File: config.mk
export PLATFORM = sky130hd
export DESIGN_NAME = flappy_pixel_compositor
export DESIGN_NICKNAME = d
export VERILOG_FILES = /design/src/rtl/flappy_pixel_compositor.sv
export SDC_FILE = /design/constraint.sdc
export NUM_CORES = 1
export LEC_CHECK = 0
export CAP_MARGIN = 20
export CORE_MARGIN = 10
export CORE_UTILIZATION = 49
export DETAILED_ROUTE_END_ITERATION = 6
export GPL_TIMING_DRIVEN = 1
export PLACE_DENSITY = 0.84
export SLEW_MARGIN = 20
export SYNTH_ARGS = -nofsm -noshare
export SYNTH_HDL_FRONTEND = slang
export SYNTH_SLANG_ARGS = --single-unit
File: constraint.sdc
create_clock -name clk -period 1.42 [get_ports clk]
set_clock_uncertainty 0.1 [all_clocks]
set_input_delay 0.355 -clock clk [delete_from_list [all_inputs] [get_ports clk]]
set_output_delay 0.355 -clock clk [all_outputs]
set_load 0.01 [all_outputs]
File: src/rtl/flappy_pixel_compositor.sv
// Composites score overlay, bird sprite and pipe layers into 8-bit VGA colour.
// Latency: 2 pix_en-qualified clocks for colour and syncs; hit updates at each frame start.
// Backpressure: none; pix_en low freezes every register and suppresses frame_done.
module flappy_pixel_compositor #(
  parameter int NUM_PIPES = 5,
  parameter int COORD_W = 10,
  parameter int SPR_W = 20,
  parameter int SPR_H = 20,
  parameter logic [SPR_W*SPR_H-1:0] SPR_MASK = '1,
  parameter int FLASH_FRAMES = 8
) (
  input  logic                           clk,
  input  logic                           reset,
  input  logic                           pix_en,
  input  logic [COORD_W-1:0]             CounterX,
  input  logic [COORD_W-1:0]             CounterY,
  input  logic                           inDisplayArea,
  input  logic                           h_sync_in,
  input  logic                           v_sync_in,
  input  logic [NUM_PIPES*COORD_W-1:0]   pipe_x_l,
  input  logic [NUM_PIPES*COORD_W-1:0]   pipe_x_r,
  input  logic [NUM_PIPES*COORD_W-1:0]   pipe_y_top,
  input  logic [NUM_PIPES*COORD_W-1:0]   pipe_y_bot,
  input  logic [COORD_W-1:0]             bird_x_l,
  input  logic [COORD_W-1:0]             bird_y_t,
  input  logic                           lose,
  input  logic [3:0]                     score,
  output logic [2:0]                     vga_r,
  output logic [2:0]                     vga_g,
  output logic [1:0]                     vga_b,
  output logic                           vga_h_sync,
  output logic                           vga_v_sync,
  output logic                           hit,
  output logic                           frame_done
);

  localparam int FCW = (FLASH_FRAMES > 1) ? $clog2(FLASH_FRAMES) : 1;
  localparam logic [FCW-1:0] FLASH_LAST = FCW'(FLASH_FRAMES - 1);

  // Score box edges
  localparam logic [COORD_W-1:0] C5   = COORD_W'(5);
  localparam logic [COORD_W-1:0] C10  = COORD_W'(10);
  localparam logic [COORD_W-1:0] C55  = COORD_W'(55);
  localparam logic [COORD_W-1:0] C60  = COORD_W'(60);
  localparam logic [COORD_W-1:0] C105 = COORD_W'(105);
  localparam logic [COORD_W-1:0] C110 = COORD_W'(110);

  logic                   pipe_px, bird_px, ovl_px;
  logic                   frame_start;
  logic [COORD_W:0]       dx, dy;
  int                     col, row;
  logic [SPR_W*SPR_H-1:0] mask_sh;
  logic [6:0]             segs;   // {a,b,c,d,e,f,g}: top, r-up, r-lo, bottom, l-lo, l-up, mid
  logic                   x_lft, x_rgt, x_all, y_up, y_lo, y_top, y_mid, y_bot;

  logic       s1_ovl, s1_bird, s1_pipe, s1_de, s1_hs, s1_vs, s1_fs;
  logic       s1_overlap;
  logic       acc;
  logic       flash;
  logic [FCW-1:0] flash_cnt;

  assign frame_start = pix_en && (CounterX == '0) && (CounterY == '0);

  // Pipe layer: OR of every channel's column minus its gap
  always_comb begin
    pipe_px = 1'b0;
    for (int i = 0; i < NUM_PIPES; i++) begin
      if (CounterX >= pipe_x_l[i*COORD_W +: COORD_W] &&
          CounterX <= pipe_x_r[i*COORD_W +: COORD_W] &&
          (CounterY <= pipe_y_top[i*COORD_W +: COORD_W] ||
           CounterY >= pipe_y_bot[i*COORD_W +: COORD_W]))
        pipe_px = 1'b1;
    end
  end

  // Bird layer: one extra bit on the offsets so left/above of the sprite shows as negative
  always_comb begin
    dx      = {1'b0, CounterX} - {1'b0, bird_x_l};
    dy      = {1'b0, CounterY} - {1'b0, bird_y_t};
    col     = int'(dx);
    row     = int'(dy);
    mask_sh = SPR_MASK >> (row * SPR_W + col);
    bird_px = 1'b0;
    if (!dx[COORD_W] && !dy[COORD_W] && col < SPR_W && row < SPR_H)
      bird_px = mask_sh[0];
  end

  // Score overlay: seven-segment glyph lookup, blank for 10-15
  always_comb begin
    case (score)
      4'd0:    segs = 7'b1111110;
      4'd1:    segs = 7'b0110000;
      4'd2:    segs = 7'b1101101;
      4'd3:    segs = 7'b1111001;
      4'd4:    segs = 7'b0110011;
      4'd5:    segs = 7'b1011011;
      4'd6:    segs = 7'b1011111;
      4'd7:    segs = 7'b1110000;
      4'd8:    segs = 7'b1111111;
      4'd9:    segs = 7'b1111011;
      default: segs = 7'b0000000;
    endcase
    x_lft  = (CounterX >= C5)   && (CounterX <= C10);
    x_rgt  = (CounterX >= C55)  && (CounterX <= C60);
    x_all  = (CounterX >= C5)   && (CounterX <= C60);
    y_up   = (CounterY >= C5)   && (CounterY <= C55);
    y_lo   = (CounterY >= C55)  && (CounterY <= C105);
    y_top  = (CounterY >= C5)   && (CounterY <= C10);
    y_mid  = (CounterY >= C55)  && (CounterY <= C60);
    y_bot  = (CounterY >= C105) && (CounterY <= C110);
    ovl_px = (segs[6] && x_all && y_top) ||
             (segs[5] && x_rgt && y_up)  ||
             (segs[4] && x_rgt && y_lo)  ||
             (segs[3] && x_all && y_bot) ||
             (segs[2] && x_lft && y_lo)  ||
             (segs[1] && x_lft && y_up)  ||
             (segs[0] && x_all && y_mid);
  end

  // Stage 1: capture layer flags, display qualifier, syncs and frame-start marker
  always_ff @(posedge clk or posedge reset) begin
    if (reset) begin
      s1_ovl  <= 1'b0;
      s1_bird <= 1'b0;
      s1_pipe <= 1'b0;
      s1_de   <= 1'b0;
      s1_fs   <= 1'b0;
      s1_hs   <= 1'b1;
      s1_vs   <= 1'b1;
    end else if (pix_en) begin
      s1_ovl  <= ovl_px;
      s1_bird <= bird_px;
      s1_pipe <= pipe_px;
      s1_de   <= inDisplayArea;
      s1_fs   <= frame_start;
      s1_hs   <= h_sync_in;
      s1_vs   <= v_sync_in;
    end
  end

  // Stage 2: priority colour mux, blanked outside the display area
  always_ff @(posedge clk or posedge reset) begin
    if (reset) begin
      vga_r      <= 3'd0;
      vga_g      <= 3'd0;
      vga_b      <= 2'd0;
      vga_h_sync <= 1'b1;
      vga_v_sync <= 1'b1;
    end else if (pix_en) begin
      vga_h_sync <= s1_hs;
      vga_v_sync <= s1_vs;
      if (!s1_de) begin
        vga_r <= 3'd0; vga_g <= 3'd0; vga_b <= 2'd0;
      end else if (s1_ovl) begin
        vga_r <= 3'd7; vga_g <= 3'd7; vga_b <= 2'd3;
      end else if (s1_bird) begin
        vga_r <= 3'd7; vga_g <= 3'd0; vga_b <= 2'd0;
      end else if (s1_pipe) begin
        vga_r <= 3'd0; vga_g <= 3'd7; vga_b <= 2'd0;
      end else begin
        vga_r <= 3'd0; vga_g <= 3'd0; vga_b <= flash ? 2'd3 : 2'd0;
      end
    end
  end

  // Background flash while lost; cleared on the next clock once lose drops
  always_ff @(posedge clk or posedge reset) begin
    if (reset) begin
      flash     <= 1'b0;
      flash_cnt <= '0;
    end else if (!lose) begin
      flash     <= 1'b0;
      flash_cnt <= '0;
    end else if (frame_start) begin
      if (flash_cnt == FLASH_LAST) begin
        flash_cnt <= '0;
        flash     <= ~flash;
      end else begin
        flash_cnt <= flash_cnt + 1'b1;
      end
    end
  end

  // The frame-start pixel is credited to the closing frame directly from stage 0,
  // so its stage-1 copy is kept out of the new frame's accumulator.
  assign s1_overlap = s1_bird && s1_pipe && s1_de && !s1_fs;

  // Collision accumulator: close the frame into hit and pulse frame_done at frame start
  always_ff @(posedge clk or posedge reset) begin
    if (reset) begin
      acc        <= 1'b0;
      hit        <= 1'b0;
      frame_done <= 1'b0;
    end else begin
      frame_done <= 1'b0;
      if (frame_start) begin
        hit        <= acc || s1_overlap || (bird_px && pipe_px && inDisplayArea);
        acc        <= 1'b0;
        frame_done <= 1'b1;
      end else if (pix_en) begin
        acc <= acc || s1_overlap;
      end
    end
  end

endmodule

==> results.cfg <==
[floorplanning]
fp.dieH_um = 148.5
dieArea_mm2 = 0.02207
fp-row-count = 46
initial_core_util = 0.5042
io_pins = 263
core_area_mm2 = 0.01606
die_width_um = 148.5

[grt]
grt_pass1_wl_um = 55970
grt_use_met2 = 0.5503
use_met1 = 0.3233
grt_pass1_vias = 11160
top_usage_layer = met2
gr-usage-met3 = 0.07858
grt_max_degree = 20
antenna_found_initial = 5
track_usage = 0.3095
grt-ovfl-total = 0

[final_layout]
final_util = 0.8396
regArea_um2 = 480.5
fillCellCount = 846
final_cells = 1746
drive_gt1_frac = 0.2283
synthToLayoutAreaGrowth_pct = 66.51
multi_input_area_mm2 = 0.007433
nets = 2029
postLayoutCellArea_mm2 = 0.01348

[yosys]
synth-seq-cells = 19
synth_fa_ha_area_frac = 0.3941
synthDistinctLibCells = 77
ys_top_cells_by_area = ha_1 39%, inv_1 11%, dfrtp_1 4.6%
ys_seq_area_frac = 0.05934
yosysWarnings = 0
yosys.area_share.xor_xnor = 0.01731
syn_inst = 1081
synthArstFlopShare = 1.000
synth_top_area_cell = ha_1
syn_avg_cell_area_um2 = 7.490
yosys.area_share.simple = 0.1519
synth-edff-count = 0
synthFlopType = dfrtp_1
synth_top_family_by_area = adder cells
synthMuxAreaShare = 0.01561
synth-compound-area-share = 0.2403
synthesis.area_mm2 = 0.008097
netlist.area_leader.share = 0.3879
syn_nets = 1585

[clocking]
cts_root_buf = clkbuf_16
clkLatencyLatePin_ps = 260
clockBufferDepth = 2
cts.sinks = 19
hold_buffers = 0
cts.clk_slew.worst_paths_ps = 60
numCtsBuffers = 3
cts_tree = yes
cts_max_level = 1

[sta]
setup_viol = 11
drv_slew = 0
fin_ws_ps = -3262
fmax_mhz = 213.6
worstMarginPinSlew_ps = 665.1
period_minus_slack_ps = 4682
hold_violations = 0
timing.final.crit_share = 3.297
setup-tns-final_ps = -12510
max_slew_margin = 0.5496
rsz0062_at_grt = true

[placement]
placed_cells = 1688
dp_hpwl_um = 25320
port_buffers = 262
gp_congestion = 0.9493
place_area_mm2 = 0.01210

[routing]
dr.pass1.iters = 7
avgRoutedWirePerCell_um = 22.42
vias_per_cell = 6.115
drt_iter0_drc = 838
wl_um = 39150
detail-route-antenna-nets = 0
drc = 0
vias = 10680

[status]
violations = setup timing
run_status = finished with violations

[worst_setup_path]
worstPathMaxFanout = 4
start_kind = input pin
worstSetupEndpointType = register
worstPathArrival_ps = 4760
critical_path_required_ps = 1500
crit_type = in -> reg

[pwr]
ir_worst_vdd_uv = 728.3
p_leak_nw = 6.868
power.density_mw_per_mm2 = 668.9

[hold_path]
hold_path_class = in -> async

[flow_run]
cap_violations = 0
per-layer routing:
metal,vias up,wire length (µm)
li1,4752,-
met1,4929,13350
met2,716,18730
met3,279,3671
met4,0,3394
met5,-,0
critical path, cell delays in order:
cell	delay (ps)
clkdlybuf4s50_1	490
inv_2	60
ha_4	170
buf_6	130
a211oi_4	210
buf_4	160
o21bai_1	70
a21oi_1	190
xor2_1	240
inv_1	110
ha_4	290
ha_4	210
nand3_1	140
o211ai_1	150
buf_4	160
buf_4	140
o41ai_1	360
buf_4	190
xor2_1	140
o41ai_1	110
nor4b_2	300
nand4_1	190
mux2i_1	190
cells in the mapped netlist (all sizes together) (13+ instances only):
cell type / number
inv: 246
nand4: 21
a21oi: 74
o211ai: 16
dfrtp: 15
nor2: 54
a21o: 31
nor2b: 13
nand2: 45
nor3: 21
o21a: 14
o21ai: 49
a211oi: 20
ha: 251
nand3: 21
worst paths after layout:
kind	start	to	slack, ps	depth (start not counted)
min reg2reg	s1_fs$_DFFE_PP0P_	s1_fs$_DFFE_PP0P_	420	2
max	bird_y_t[3]	s1_bird$_DFFE_PP0P_	-3260	23
min	reset	s1_fs$_DFFE_PP0P_	340	3
max in group asynchronous	reset	vga_v_sync$_DFFE_PP1P_	620	3
max reg2reg	flash_cnt[0]$_DFFE_PP0P_	flash$_DFFE_PP0P_	60	5
min in group clk	s1_fs$_DFFE_PP0P_	s1_fs$_DFFE_PP0P_	420	2
placed cells by master (no fill, tap or decap), types with 10 or more instances in the layout:
cell type	count
o21ai_0	32
nor2_1	49
o21ai_1	16
nand3_1	18
buf_6	16
o21a_1	14
nand4_1	21
inv_1	228
o211ai_1	16
clkdlybuf4s50_1	205
dlygate4sd2_1	19
nor2b_1	12
a211oi_1	12
a21o_1	31
nand2_1	43
clkdlybuf4s15_1	10
buf_12	11
dfrtp_1	15
buf_8	11
nor3_1	15
buf_4	153
ha_1	216
a21oi_1	66
nand2b_1	11
inv_2	17
ha_4	34
through the flow:
step                      power [mW]  hold slack (ps)  worst slack (ps)
after CTS                      8.085            352.5             -3079
final                          9.018            338.3             -3262
after global routing           9.612            399.8             -3412
after detailed placement       6.940            401.5             -3660
after global placement         6.705            387.0             -3502
after floorplan                4.417            203.2             -2930
kinds of logic (layout without fill, tap and decap cells):
family | Yosys count | count (layout)
flip-flops | 19 | 19
buffers and inverters | 257 | 700
adder cells (fa/ha/maj) | 254 | 254
AND/OR/NAND/NOR | 236 | 236
AO/OA/AOI/OAI | 287 | 287
multiplexers | 12 | 12
XOR/XNOR | 16 | 16
other | 0 | 6
power by group:
part	internal, mW	leakage (nW)	switching (mW)	total (mW)
registers	0.590	0.237	0.0319	0.622
clock network	0.378	0.0409	0.215	0.593
logic	3.96	6.59	3.84	7.80
repair_timing:
item / in CTS / in global routing
setup endpoints to repair: 23 / 20
gates resized for setup: 234 / 84
buffers inserted: 40 / 10
pin swaps: 75 / 37
cloned: 3 / 0
layout make-up:
class / count / share of cell area
Sequential cell: 19 / 0.03564
Inverter: 246 / 0.06877
Clock buffer: 3 / 0.005568
Timing Repair Buffer: 450 / 0.3171
Tap cell: 216 / 0.02005
Antenna cell: 6 / 0.001114
Multi-Input combinational cell: 805 / 0.5514
Clock inverter: 1 / 0.0003712
flip-flops by register name, indices dropped and copies added, names as in the netlist:
name        flops
vga_b           1
s1_vs           1
vga_r           1
vga_g           1
frame_done      1
flash_cnt       3
s1_fs           1
s1_hs           1
acc             1
s1_ovl          1
flash           1
vga_v_sync      1
s1_bird         1
s1_pipe         1
s1_de           1
hit             1
vga_h_sync      1
Note: power is estimated with default switching activity, not from simulation.
